## src/rtl/dn_conv_acq_pkg.sv

```systemverilog
// Shared DSP package for the fs/4 down-converter with carrier phase acquisition.
// Holds the acquisition state encoding, the mixer idx-to-sign table and the
// default accumulation window.
package dn_conv_acq_pkg;

  localparam int WIN_LOG2_DEF = 8;
  localparam int SAMP_W       = 18;

  typedef enum logic [1:0] {
    ST_IDLE,
    ST_MEASURE,
    ST_COMPARE,
    ST_LOCKED
  } acq_state_e;

  typedef enum logic [1:0] {
    SGN_ZERO,
    SGN_POS,
    SGN_NEG
  } mix_sgn_e;

  typedef struct packed {
    mix_sgn_e i_sgn;
    mix_sgn_e q_sgn;
  } mix_sgn_t;

  // fs/4 carrier: cos = [1,0,-1,0], -sin = [0,-1,0,1]
  function automatic mix_sgn_t mix_sgn(input logic [1:0] idx);
    mix_sgn_t s;
    case (idx)
      2'd0:    s = '{i_sgn: SGN_POS,  q_sgn: SGN_ZERO};
      2'd1:    s = '{i_sgn: SGN_ZERO, q_sgn: SGN_NEG};
      2'd2:    s = '{i_sgn: SGN_NEG,  q_sgn: SGN_ZERO};
      default: s = '{i_sgn: SGN_ZERO, q_sgn: SGN_POS};
    endcase
    return s;
  endfunction

endpackage

```

## src/rtl/dn_conv_acq_mixer.sv

```systemverilog
// fs4_mixer: multiplies the input sample by the fs/4 I/Q carrier selected by
// idx and registers the result.
//   sys_clk, reset : clock, synchronous active-high reset
//   tp2            : signed input sample
//   idx            : carrier phase index (cnt + phase_sel)
//   i_mix          : unregistered I product (feeds the acquisition accumulator)
//   i_out, q_out   : registered I/Q products, 1-cycle latency
module fs4_mixer
  import dn_conv_acq_pkg::*;
(
  input  logic                     sys_clk,
  input  logic                     reset,
  input  logic signed [SAMP_W-1:0] tp2,
  input  logic        [1:0]        idx,
  output logic signed [SAMP_W-1:0] i_mix,
  output logic signed [SAMP_W-1:0] i_out,
  output logic signed [SAMP_W-1:0] q_out
);

  localparam logic signed [SAMP_W-1:0] S_MIN = {1'b1, {(SAMP_W-1){1'b0}}};
  localparam logic signed [SAMP_W-1:0] S_MAX = {1'b0, {(SAMP_W-1){1'b1}}};

  logic signed [SAMP_W-1:0] neg;
  logic signed [SAMP_W-1:0] q_mix;
  mix_sgn_t                 sg;

  function automatic logic signed [SAMP_W-1:0] apply_sgn(
    input mix_sgn_e                 s,
    input logic signed [SAMP_W-1:0] p,
    input logic signed [SAMP_W-1:0] n
  );
    case (s)
      SGN_POS: return p;
      SGN_NEG: return n;
      default: return '0;
    endcase
  endfunction

  always_comb begin
    sg    = mix_sgn(idx);
    // -(-2^17) is not representable; clamp to the positive full scale
    neg   = (tp2 == S_MIN) ? S_MAX : -tp2;
    i_mix = apply_sgn(sg.i_sgn, tp2, neg);
    q_mix = apply_sgn(sg.q_sgn, tp2, neg);
  end

  always_ff @(posedge sys_clk) begin
    if (reset) begin
      i_out <= '0;
      q_out <= '0;
    end else begin
      i_out <= i_mix;
      q_out <= q_mix;
    end
  end

endmodule

```

## src/rtl/dn_conv_acq.sv

```systemverilog
// dn_conv_acq: fs/4 down-converter with carrier phase acquisition.
// On start it accumulates the I product for 2^WIN_LOG2 samples under each of
// the four carrier phase offsets, then locks onto the offset with the largest
// signed sum (ties -> lowest offset).
//   sys_clk, reset        : clock, synchronous active-high reset
//   tp2                   : signed fs/4-upconverted input sample
//   start                 : 1-cycle acquisition request (ignored while busy)
//   I_out, Q_out          : registered mixer outputs
//   output_to_DAC_I/Q     : offset-binary 14-bit versions of I_out/Q_out
//   phase_sel             : carrier phase offset in use
//   busy, locked          : acquisition running / acquisition complete
module dn_conv_acq
  import dn_conv_acq_pkg::*;
#(
  parameter int WIN_LOG2 = WIN_LOG2_DEF
) (
  input  logic                     sys_clk,
  input  logic                     reset,
  input  logic signed [SAMP_W-1:0] tp2,
  input  logic                     start,
  output logic signed [SAMP_W-1:0] I_out,
  output logic signed [SAMP_W-1:0] Q_out,
  output logic        [13:0]       output_to_DAC_I,
  output logic        [13:0]       output_to_DAC_Q,
  output logic        [1:0]        phase_sel,
  output logic                     busy,
  output logic                     locked
);

  // one sign bit of headroom per window doubling plus one for the +/-2^17 range
  localparam int ACC_W = SAMP_W + 1 + WIN_LOG2;

  acq_state_e               state_q, state_d;
  logic [1:0]               cnt, idx;
  logic [1:0]               trial_q, trial_d, ps_d, best;
  logic [WIN_LOG2-1:0]      sc_q, sc_d;
  logic signed [ACC_W-1:0]  acc_q, acc_d, acc_sum;
  logic signed [ACC_W-1:0]  sums_q [4];
  logic signed [ACC_W-1:0]  sums_d [4];
  logic signed [SAMP_W-1:0] i_mix;

  assign idx = cnt + phase_sel;

  fs4_mixer u_mix (
    .sys_clk (sys_clk),
    .reset   (reset),
    .tp2     (tp2),
    .idx     (idx),
    .i_mix   (i_mix),
    .i_out   (I_out),
    .q_out   (Q_out)
  );

  assign output_to_DAC_I = {~I_out[17], I_out[16:4]};
  assign output_to_DAC_Q = {~Q_out[17], Q_out[16:4]};
  assign busy            = (state_q == ST_MEASURE) || (state_q == ST_COMPARE);
  assign locked          = (state_q == ST_LOCKED);

  assign acc_sum = acc_q + ACC_W'(i_mix);

  // strict '>' keeps the lowest index on ties
  always_comb begin
    best = 2'd0;
    for (int j = 1; j < 4; j++)
      if (sums_q[j] > sums_q[best]) best = 2'(j);
  end

  always_comb begin
    state_d = state_q;
    trial_d = trial_q;
    ps_d    = phase_sel;
    sc_d    = sc_q;
    acc_d   = acc_q;
    sums_d  = sums_q;
    case (state_q)
      ST_IDLE, ST_LOCKED: begin
        if (start) begin
          state_d = ST_MEASURE;
          trial_d = 2'd0;
          ps_d    = 2'd0;
          sc_d    = '0;
          acc_d   = '0;
        end
      end
      ST_MEASURE: begin
        sc_d = sc_q + 1'b1;
        if (sc_q == '1) begin
          // last sample of the window goes straight into the stored sum
          sums_d[trial_q] = acc_sum;
          acc_d           = '0;
          trial_d         = trial_q + 2'd1;
          ps_d            = trial_q + 2'd1;
          if (trial_q == 2'd3) state_d = ST_COMPARE;
        end else begin
          acc_d = acc_sum;
        end
      end
      ST_COMPARE: begin
        ps_d    = best;
        state_d = ST_LOCKED;
      end
      default: state_d = ST_IDLE;
    endcase
  end

  always_ff @(posedge sys_clk) begin
    if (reset) begin
      state_q   <= ST_IDLE;
      cnt       <= 2'd0;
      trial_q   <= 2'd0;
      phase_sel <= 2'd0;
      sc_q      <= '0;
      acc_q     <= '0;
      for (int j = 0; j < 4; j++) sums_q[j] <= '0;
    end else begin
      state_q   <= state_d;
      cnt       <= cnt + 2'd1;
      trial_q   <= trial_d;
      phase_sel <= ps_d;
      sc_q      <= sc_d;
      acc_q     <= acc_d;
      for (int j = 0; j < 4; j++) sums_q[j] <= sums_d[j];
    end
  end

endmodule

```

## config.mk

```make
export PLATFORM = sky130hd
export DESIGN_NAME = dn_conv_acq
export DESIGN_NICKNAME = d
export VERILOG_FILES = /design/src/rtl/dn_conv_acq_pkg.sv /design/src/rtl/dn_conv_acq_mixer.sv /design/src/rtl/dn_conv_acq.sv
export SDC_FILE = /design/constraint.sdc
export NUM_CORES = 1
export LEC_CHECK = 0
export BUFFER_PORTS_ARGS = -buffer_cell sky130_fd_sc_hd__buf_2
export CAP_MARGIN = 5
export CORE_AREA = 3 3 158 145
export DETAILED_ROUTE_END_ITERATION = 16
export DIE_AREA = 0 0 161 148
export PLACE_DENSITY = 0.76
export SLEW_MARGIN = 20
export SYNTH_ARGS = -nofsm -noshare
export SYNTH_HDL_FRONTEND = slang
export SYNTH_SLANG_ARGS = --single-unit
export TNS_END_PERCENT = 10
```

## constraint.sdc

```tcl
create_clock -name sys_clk -period 8.75 [get_ports sys_clk]
set_input_delay 0.4375 -clock sys_clk [delete_from_list [all_inputs] [get_ports sys_clk]]
set_output_delay 0.4375 -clock sys_clk [all_outputs]
set_load 0.02 [all_outputs]
```

==> results.txt, run 1 <==
Status - completed
Detailed-route wire length - 30.71 mm
Period utilization - 87.74%
Worst setup margin - 1.073 ns
P_int - 1.467 mW
WHS Endpoint - u_mix.q_out[16]
Slowest cell on the critical path - mux2i_4
First-pass DRT Iterations - 5
Core Util, Final - 59.05%
Leading area contributor after synthesis - dfxtp_1
Drt drc - 0
CTS Sinks - 187
Combinational power share - 29.3%
Crit path top cell by count - a21o_1
Fmax - 130.3 MHz
Flops & latches, synth - 187
Post-CTS resize count - 0
Max Slew Vio Count - 0
H-tree depth - 4
Starting Density - 54.55%
Sequential area share after synthesis - 32.01%
DRT antenna net count - 0
Startpoint Class - flop
Root Driver - clkbuf_16
WHS Path Cells - 2
Worst setup path class - reg2reg
CTS Buf Count - 17
GR Util All Layers - 25.65%
RSZ-0062 raised after global routing - no
Die area - 23830 um2
Initial drt markers - 885
Syn nets - 1599
Chip width - 161 um
Initial antenna violation count - 0
Worst-Skew Late Latency - 0.44 ns
Total number of vias - 10570
Max_cap viols - 0
Required time worst endpoint - 9.11 ns
Final nets - 1609
Sw frac - 37.26%
Met3 wire length - 2.015 mm
CTS tree - done
Via density - 5.961
Clock power share - 31.3%
Layout cell share with drive strength beyond 1 - 10.73%
Pin count of the biggest net entering global routing - 76
Mapped Avg Cell Area - 8.017 um2
Rel. slew slack - 24.27%
Pre-CTS WS - 1.161 ns
Setup_tns - 0 ns
Depth of the worst register-to-register path - 28
Cell Area, Synth - 11700 um2
Highest Signal Layer - met4
Routed wl met2 - 13.76 mm
Clock-pin slew on the worst setup and hold paths - 0.07 ns
Die Height - 148 um
Postcts setup bufs - 0
Crit end category - flop
Crit Path Max Fanout - 29
Peak VDD IR - 0.1460 mV
Dpl hpwl - 21.87 mm
Synth warn - 0
Sw power - 0.8714 mW
Seq pwr share - 39.3%
Main flop type after synthesis - dfxtp_1
Fillers - 1934
Post-Synthesis Cells - 1459
Global-route wire length before repair - 50.29 mm
Post-synth cell types - 72
Setup slack, reg-to-reg - 1.07 ns
Pwr dens - 184.7 nW/um2
Hold-fix buffers at CTS - 0
Maximum buffer depth of the clock tree - 2
# rows - 51
Layout area overhead - 8.248%
Min Tclk post-route - 7.677 ns
Core footprint - 21440 um2
Synth area leaders - dfxtp_1 32%, ha_1 13%, a21oi_1 6.4%, nor2_1 6.3%, a21o_1 4.7%
Clk_skew - 0.01136 ns
Hold Crit Class - in2reg
Commonest cells after routing, fill and taps aside - 195 x nor2_1, 187 x dfxtp_1, 149 x a21oi_1
# port buffers - 88
Final Hold Viols - 0
Number of enable flip-flop cells after synthesis - 0
RR Endpoint - phase_sel[1]
Diode count - 0
Slowest cell delay on critical path - 0.75 ns
Placer Congestion - 0.9195
Congestion Overflow GR - 0
Worst r2r src - sums_q[101]
Final setup vio count - 0
Routed WL per cell - 17.32 um
Leak - 5.355 nW
Arr. time, crit path - 8.04 ns
Met1 wire length - 14.28 mm
Area share of the leading cell type in the synthesized netlist - 32.01%
Async SR Flop Fraction - 0%
Slew @ Worst Pin - 1.136 ns
Worst hold start - tp2[16]
Number of global-route vias before repair - 9694
Num ports - 89
Commonest non-fill, non-tap cell in the layout - nor2_1
==> worst max-delay path by stage <==
stage              endpoint  cells past startpoint  slack (ns)        start
3_5_place_dp   phase_sel[1]                     28        1.16  sums_q[101]
4_1_cts        phase_sel[1]                     29        1.11  sums_q[101]
3_3_place_gp   phase_sel[1]                     29        1.35  sums_q[101]
6_report       phase_sel[1]                     28        1.07  sums_q[101]
2_1_floorplan  phase_sel[1]                     30        2.46  sums_q[101]
5_1_grt        phase_sel[1]                     28        0.48  sums_q[101]
==> cell families (layout without fill, tap and decap cells) <==
family                   after synthesis  count (layout)  share of synthesized area [%]
flip-flops                           187             187                          32.01
adder cells (fa/ha/maj)              119             119                          12.79
AO/OA/AOI/OAI                        409             409                          23.32
AND/OR/NAND/NOR                      525             525                          21.08
XOR/XNOR                              25              25                          1.872
buffers and inverters                163             186                          6.247
multiplexers                          31              31                          2.674
==> metrics by stage <==
step / area (um2) / cells / hold WS [ns] / power, mW
2_1_floorplan: 11700 / 1459 / 0.4285 / 1.423
3_3_place_gp: 12120 / 1741 / 0.4440 / 1.603
3_5_place_dp: 12120 / 1741 / 0.4516 / 1.612
4_1_cts: 12660 / 1773 / 0.2393 / 2.338
5_1_grt: 12660 / 1773 / 0.2489 / 2.453
6_report: 12660 / 1773 / 0.2531 / 2.339
==> state kept, by name, summed over array words and instances (netlist names) <==
| register | flops |
|---|---|
| sums_q | 108 |
| acc_q | 27 |
| u_mix.i_out | 18 |
| u_mix.q_out | 18 |
| sc_q | 8 |
| cnt | 2 |
| phase_sel | 2 |
| state_q | 2 |
| trial_q | 2 |
==> final cells by class <==
type / instances / area [um2] / share of cell area (%)
multi-input combinational: 1109 / 7268 / 57.41
sequential: 187 / 3744 / 29.57
timing repair buffer: 102 / 548.0 / 4.328
clock buffer: 18 / 429.2 / 3.390
tap: 291 / 364.1 / 2.876
inverter: 52 / 195.2 / 1.542
clock inverter: 14 / 112.6 / 0.8894
==> synth_stat cells, types with 22 or more instances <==
cell	instances
a211oi_1	37
a21o_1	74
a21oi_1	149
buf_4	26
clkbuf_1	75
dfxtp_1	187
ha_1	118
inv_1	52
mux2i_1	29
nand2_1	147
nand3_1	33
nand4_1	26
nor2_1	195
nor2b_1	22
o21ai_0	26
==> metal layers <==
layer	track usage, %	vias up
li1	-	5224
met1	36.22	4943
met2	40.49	359
met3	4.203	43
met4	7.699	0
met5	0	-
==> worst max-delay path: cells and delay by family (launching register included) <==
kind | cells | cell delay, ns
adder cells (fa/ha/maj) | 3 | 0.80
buffers and inverters | 3 | 0.70
AO/OA/AOI/OAI | 13 | 2.53
flip-flops | 1 | 0.33
multiplexers | 4 | 2.05
AND/OR/NAND/NOR | 5 | 1.15
==> power by group through the flow <==
stage / Sequential [mW] / Clock [mW] / Combinational [mW]
after floorplan: 0.953 / 0 / 0.470
after global placement: 0.938 / 0 / 0.665
after detailed placement: 0.939 / 0 / 0.673
after CTS: 0.920 / 0.741 / 0.677
after global routing: 0.925 / 0.777 / 0.751
final: 0.920 / 0.733 / 0.686
Note: power is estimated with default switching activity, not from simulation.
==> run 2: changes to the inputs <==
--- a/config.mk
+++ b/config.mk
@@ -5,12 +5,13 @@
 export SDC_FILE = /design/constraint.sdc
 export NUM_CORES = 1
 export LEC_CHECK = 0
+export ABC_AREA = 1
 export BUFFER_PORTS_ARGS = -buffer_cell sky130_fd_sc_hd__buf_2
 export CAP_MARGIN = 5
-export CORE_AREA = 3 3 158 145
+export CORE_AREA = 3 3 199 182
 export DETAILED_ROUTE_END_ITERATION = 16
-export DIE_AREA = 0 0 161 148
-export PLACE_DENSITY = 0.76
+export DIE_AREA = 0 0 202 185
+export PLACE_DENSITY = 0.59
 export SLEW_MARGIN = 20
 export SYNTH_ARGS = -nofsm -noshare
 export SYNTH_HDL_FRONTEND = slang
==> results.txt, run 2 <==
Status - completed
Grt met2 use - 29.59%
CTS tree - done
Drt drc - 0
H-tree depth - 4
Crit path top cell by count - nand2_1
Initial antenna violation count - 3
Most frequent cells after synthesis - 403 x nand2_1, 249 x inv_1, 203 x nor2_1
Largest registers - sums_q x108, acc_q x27
Min Tclk post-route - 6.880 ns
Final Hold Viols - 0
Core footprint - 34030 um2
Met1 Use GR - 24.72%
Area share of the leading cell type in the synthesized netlist - 31.25%
Hold Crit Class - in2reg
Peak VDD IR - 0.09565 mV
Async SR Flop Fraction - 0%
GR Util All Layers - 17.99%
Synth area leaders - dfxtp_1 31%, nand2_1 13%, ha_1 12%, inv_1 7.8%, a21oi_1 7.2%
Placed cell count - 2251
Root Driver - clkbuf_16
Top reg by flops - sums_q
Worst setup path class - reg2reg
Design area - 13200 um2
CTS Buf Count - 17
Via density - 4.898
Slowest cell delay on critical path - 0.80 ns
Max Slew Vio Count - 0
Startpoint Class - flop
Hold-fix buffers at CTS - 0
Leading area contributor after synthesis - dfxtp_1
First-pass DRT Iterations - 6
Chip width - 202 um
Total power - 2.516 mW
Layout cell share with drive strength beyond 1 - 9.281%
Routed WL per cell - 14.75 um
Global-route wire length before repair - 54.34 mm
Commonest cells after routing, fill and taps aside - 403 x nand2_1, 249 x inv_1, 200 x nor2_1
Busiest grt layer - met2
Clock-pin slew on the worst setup and hold paths - 0.08 ns
Pwr dens - 190.7 nW/um2
Flops & latches, synth - 187
Fmax - 145.4 MHz
Synth warn - 0
Flip-flop count of the largest register after layout - 108
Post-CTS resize count - 0
Non-filler instance count after layout - 2284
Slew @ Worst Pin - 1.049 ns
Commonest non-fill, non-tap cell in the layout - nand2_1
Maximum buffer depth of the clock tree - 2
Postcts setup bufs - 0
Die Height - 185 um
Rel. slew slack - 29.99%
Pin count of the biggest net entering global routing - 90
Min Hold Slack - 0.2805 ns
# port buffers - 88
Period utilization - 78.62%
Final nets - 1948
Crit Path Max Fanout - 56
Mapped Avg Cell Area - 6.729 um2
Syn nets - 1920
Congestion Overflow GR - 0
DRT antenna net count - 0
Post-Synthesis Cells - 1780
Detailed-route wire length - 33.69 mm
Num ports - 89
Cell Area, Synth - 11980 um2
RSZ-0062 raised after global routing - no
Slowest cell on the critical path - nand3_2
Worst-Skew Late Latency - 0.45 ns
Leak - 6.855 nW
CTS Sinks - 187
Die area - 37370 um2
Total number of vias - 11190
Arr. time, crit path - 7.26 ns
Post-Place Cell Area - 12600 um2
Layout area overhead - 10.17%
Clk_skew - 0.01771 ns
Post-synth cell types - 44
Placer Congestion - 0.8635
Crit end category - flop
Setup_tns - 0 ns
Max_cap viols - 0
Setup slack, reg-to-reg - 1.87 ns
Most common cell in the synthesized netlist - nand2_1
Fillers - 3644
Number of global-route vias before repair - 10620
Initial drt markers - 679
Dpl hpwl - 24.37 mm
# rows - 64
Main flop type after synthesis - dfxtp_1
Required time worst endpoint - 9.13 ns
Final setup vio count - 0
Number of enable flip-flop cells after synthesis - 0
Met3 Use GR - 3.216%
Sequential area share after synthesis - 31.25%
Starting Density - 35.19%
[run 2: changes by cell type after synthesis, sizes merged, moves of 29 or more]
| cell | previous run | this run |
|---|---|---|
| nand2 | 147 | 404 |
| a21o | 74 | 11 |
| inv | 52 | 252 |
| a211oi | 38 | 3 |
| o21ai | 27 | 170 |
| a21oi | 149 | 183 |
| clkbuf | 75 | 35 |
| mux2i | 29 | 0 |
[run 2: report_power, final]
part,switching [mW],internal [mW]
clock,0.373,0.440
sequential,0.0337,0.903
combinational,0.567,0.200
[run 2: area by class of cell]
cell class              instances  area, um2  share of cell area (%)
multi-input cells            1254       6829                   51.75
flip-flops and latches        187       3744                   28.37
inverters                     253      949.7                   7.196
well taps                     462      578.1                   4.380
repair buffers                 95      495.5                   3.755
clock buffers                  20      446.7                   3.385
clock inverters                12      151.4                   1.147
diodes                          1      2.502                 0.01896
[run 2: path summary, 6_finish.rpt]
kind              cells past startpoint        endpoint        start
setup / recovery                     38    phase_sel[1]  sums_q[107]
hold / removal                        3  u_mix.q_out[4]       tp2[4]
setup reg to reg                     38    phase_sel[1]  sums_q[107]
hold reg to reg                       2       acc_q[10]    acc_q[10]
[run 2: per-layer routing]
metal / up-vias / routed length [um]
li1: 5756 / -
met1: 5110 / 16550
met2: 277 / 14940
met3: 43 / 1710
met4: 0 / 485
met5: - / 0
[run 2: per-stage QoR]
stage	utilization (%)	worst slack (ns)
finish	38.78	1.870
CTS	38.77	1.900
global route	38.77	1.065
floorplan	-	4.036
detailed placement	37.01	1.882
global placement	37.00	2.012
[run 2: worst max-delay path, delay by kind of cell (launching register included)]
family,cells,cell delay [ns]
flip-flops,1,0.34
AND/OR/NAND/NOR,30,4.92
buffers and inverters,2,0.11
adder cells (fa/ha/maj),3,1.06
AO/OA/AOI/OAI,3,0.39
[run 2: logic make-up after synthesis]
group           after synthesis  share of synthesized area (%)
fa+ha+maj                   119                          12.49
xor+xnor                     38                          2.779
compound gates              387                          17.55
simple gates                710                          24.05
flops                       187                          31.25
buf+inv                     339                          11.88
==> run 3: changes to the inputs <==
--- a/config.mk
+++ b/config.mk
@@ -5,13 +5,13 @@
 export SDC_FILE = /design/constraint.sdc
 export NUM_CORES = 1
 export LEC_CHECK = 0
-export ABC_AREA = 1
+export ABC_AREA = 0
 export BUFFER_PORTS_ARGS = -buffer_cell sky130_fd_sc_hd__buf_2
 export CAP_MARGIN = 5
-export CORE_AREA = 3 3 199 182
+export CORE_AREA = 3 3 197 180
 export DETAILED_ROUTE_END_ITERATION = 16
-export DIE_AREA = 0 0 202 185
-export PLACE_DENSITY = 0.59
+export DIE_AREA = 0 0 200 183
+export PLACE_DENSITY = 0.61
 export SLEW_MARGIN = 20
 export SYNTH_ARGS = -nofsm -noshare
 export SYNTH_HDL_FRONTEND = slang
==> constraint.sdc (replaced) <==
create_clock -name sys_clk -period 5.95 [get_ports sys_clk]
set_input_delay 0.2975 -clock sys_clk [delete_from_list [all_inputs] [get_ports sys_clk]]
set_output_delay 0.2975 -clock sys_clk [all_outputs]
set_load 0.02 [all_outputs]
==> results.txt, run 3 (same netlist as run 1, synthesis figures left out) <==
Status - finished with violations
Violated checks - negative setup slack
Commonest non-fill, non-tap cell in the layout - nor2_1
Starting Density - 34.69%
Slowest cell delay on critical path - 0.39 ns
Slew @ Worst Pin - 1.107 ns
Hold Crit Class - in2reg
Placed cell count - 2031
Fmax - 155.1 MHz
Total number of vias - 11060
Met1 wire length - 16.59 mm
Flip-flop count of the largest register after layout - 108
Crit Path Max Fanout - 12
CTS tree - done
Total power - 3.649 mW
Largest registers - sums_q x108, acc_q x27
Initial antenna violation count - 0
Dpl hpwl - 24.50 mm
Number of global-route vias before repair - 10600
Required time worst endpoint - 6.30 ns
Worst setup margin - -0.4974 ns
RSZ-0062 raised after global routing - yes
Highest Signal Layer - met4
Worst setup path class - reg2reg
Top reg by flops - sums_q
Worst-Skew Late Latency - 0.45 ns
Layout area overhead - 24.28%
# rows - 64
Congestion Overflow GR - 0
Final setup vio count - 2
Root Driver - clkbuf_16
Drt drc - 0
Clk_skew - 0.01303 ns
Max_cap viols - 0
Peak VDD IR - 0.1600 mV
Leak - 6.206 nW
CTS Buf Count - 17
Pre-CTS WS - -0.8150 ns
Min Tclk post-route - 6.447 ns
Max Slew Vio Count - 0
Routed wl met2 - 15.83 mm
GR Util All Layers - 18.92%
First-pass DRT Iterations - 5
Core footprint - 33710 um2
Layout cell share with drive strength beyond 1 - 21.78%
Die area - 36600 um2
DRT antenna net count - 0
Pwr dens - 251.0 nW/um2
Detailed-route wire length - 34.85 mm
Placer Congestion - 0.8771
H-tree depth - 4
Period utilization - 108.4%
Routed WL per cell - 16.73 um
Commonest cells after routing, fill and taps aside - 193 x nor2_1, 185 x dfxtp_1, 147 x nand2_1
Die Height - 183 um
Setup_tns - -0.9765 ns
# port buffers - 88
Startpoint Class - flop
Met3 wire length - 1.588 mm
Via density - 5.310
Slowest cell on the critical path - a211o_1
Clock-pin slew on the worst setup and hold paths - 0.07 ns
CTS Sinks - 187
Crit end category - flop
Num ports - 89
Final nets - 1749
Pin count of the biggest net entering global routing - 70
Final Hold Viols - 0
Diode count - 0
Rel. slew slack - 26.23%
Global-route wire length before repair - 55.76 mm
Maximum buffer depth of the clock tree - 2
Chip width - 200 um
Initial drt markers - 803
Arr. time, crit path - 6.80 ns
Non-filler instance count after layout - 2083
## run 3: path summary, 6_finish.rpt
check              start               to  slack, ns  depth (start not counted)
max          sums_q[101]     phase_sel[1]      -0.50                         35
min              tp2[11]  u_mix.q_out[11]       0.12                          2
max reg2reg  sums_q[101]     phase_sel[1]      -0.50                         35
min reg2reg       cnt[0]           cnt[0]       0.46                          1
## run 3: repair_timing
item	in CTS	in global routing
buffers inserted	12	8
cloned	1	1
hold buffers	0	0
pin swaps	9	38
gates resized for setup	31	58
setup endpoints to repair	2	2
## run 3: through the flow
| step | util [%] | hold slack, ns | area [um2] |
|---|---|---|---|
| global route | 43.12 | 0.1311 | 14540 |
| finish | 43.12 | 0.1207 | 14540 |
| global placement | 39.34 | 0.4393 | 13260 |
| detailed placement | 39.34 | 0.4485 | 13260 |
| floorplan | - | 0.4052 | 11720 |
| CTS | 41.93 | 0.1012 | 14130 |
## run 3: worst max-delay path, delay by kind of cell (launching register included)
| family | cells | cell delay (ns) |
|---|---|---|
| AO/OA/AOI/OAI | 14 | 2.64 |
| adder cells (fa/ha/maj) | 3 | 0.70 |
| buffers and inverters | 10 | 1.37 |
| flip-flops | 1 | 0.36 |
| multiplexers | 4 | 0.87 |
| AND/OR/NAND/NOR | 4 | 0.39 |
## run 3: final cells by class
| type | count | area, um2 |
|---|---|---|
| inverter | 52 | 195.2 |
| sequential | 187 | 3746 |
| timing repair buffer | 242 | 1709 |
| multi-input combinational | 1109 | 7690 |
| clock buffer | 20 | 456.7 |
| clock inverter | 11 | 161.4 |
| fill | 3282 | 19180 |
| tap | 462 | 578.1 |
## run 3: power by group
part | internal (mW) | switching [mW] | total, mW | leakage, nW
combinational | 0.327 | 0.742 | 1.07 | 4.39
clock | 0.691 | 0.537 | 1.23 | 0.299
sequential | 1.31 | 0.0388 | 1.35 | 1.51
total | 2.33 | 1.32 | 3.65 | 6.21
## run 3: per-layer routing
layer / vias to the layer above / track usage [%]
met5: - / 0
met4: 0 / 6.196
met3: 50 / 3.508
met2: 256 / 29.96
met1: 5263 / 26.04
li1: 5491 / -
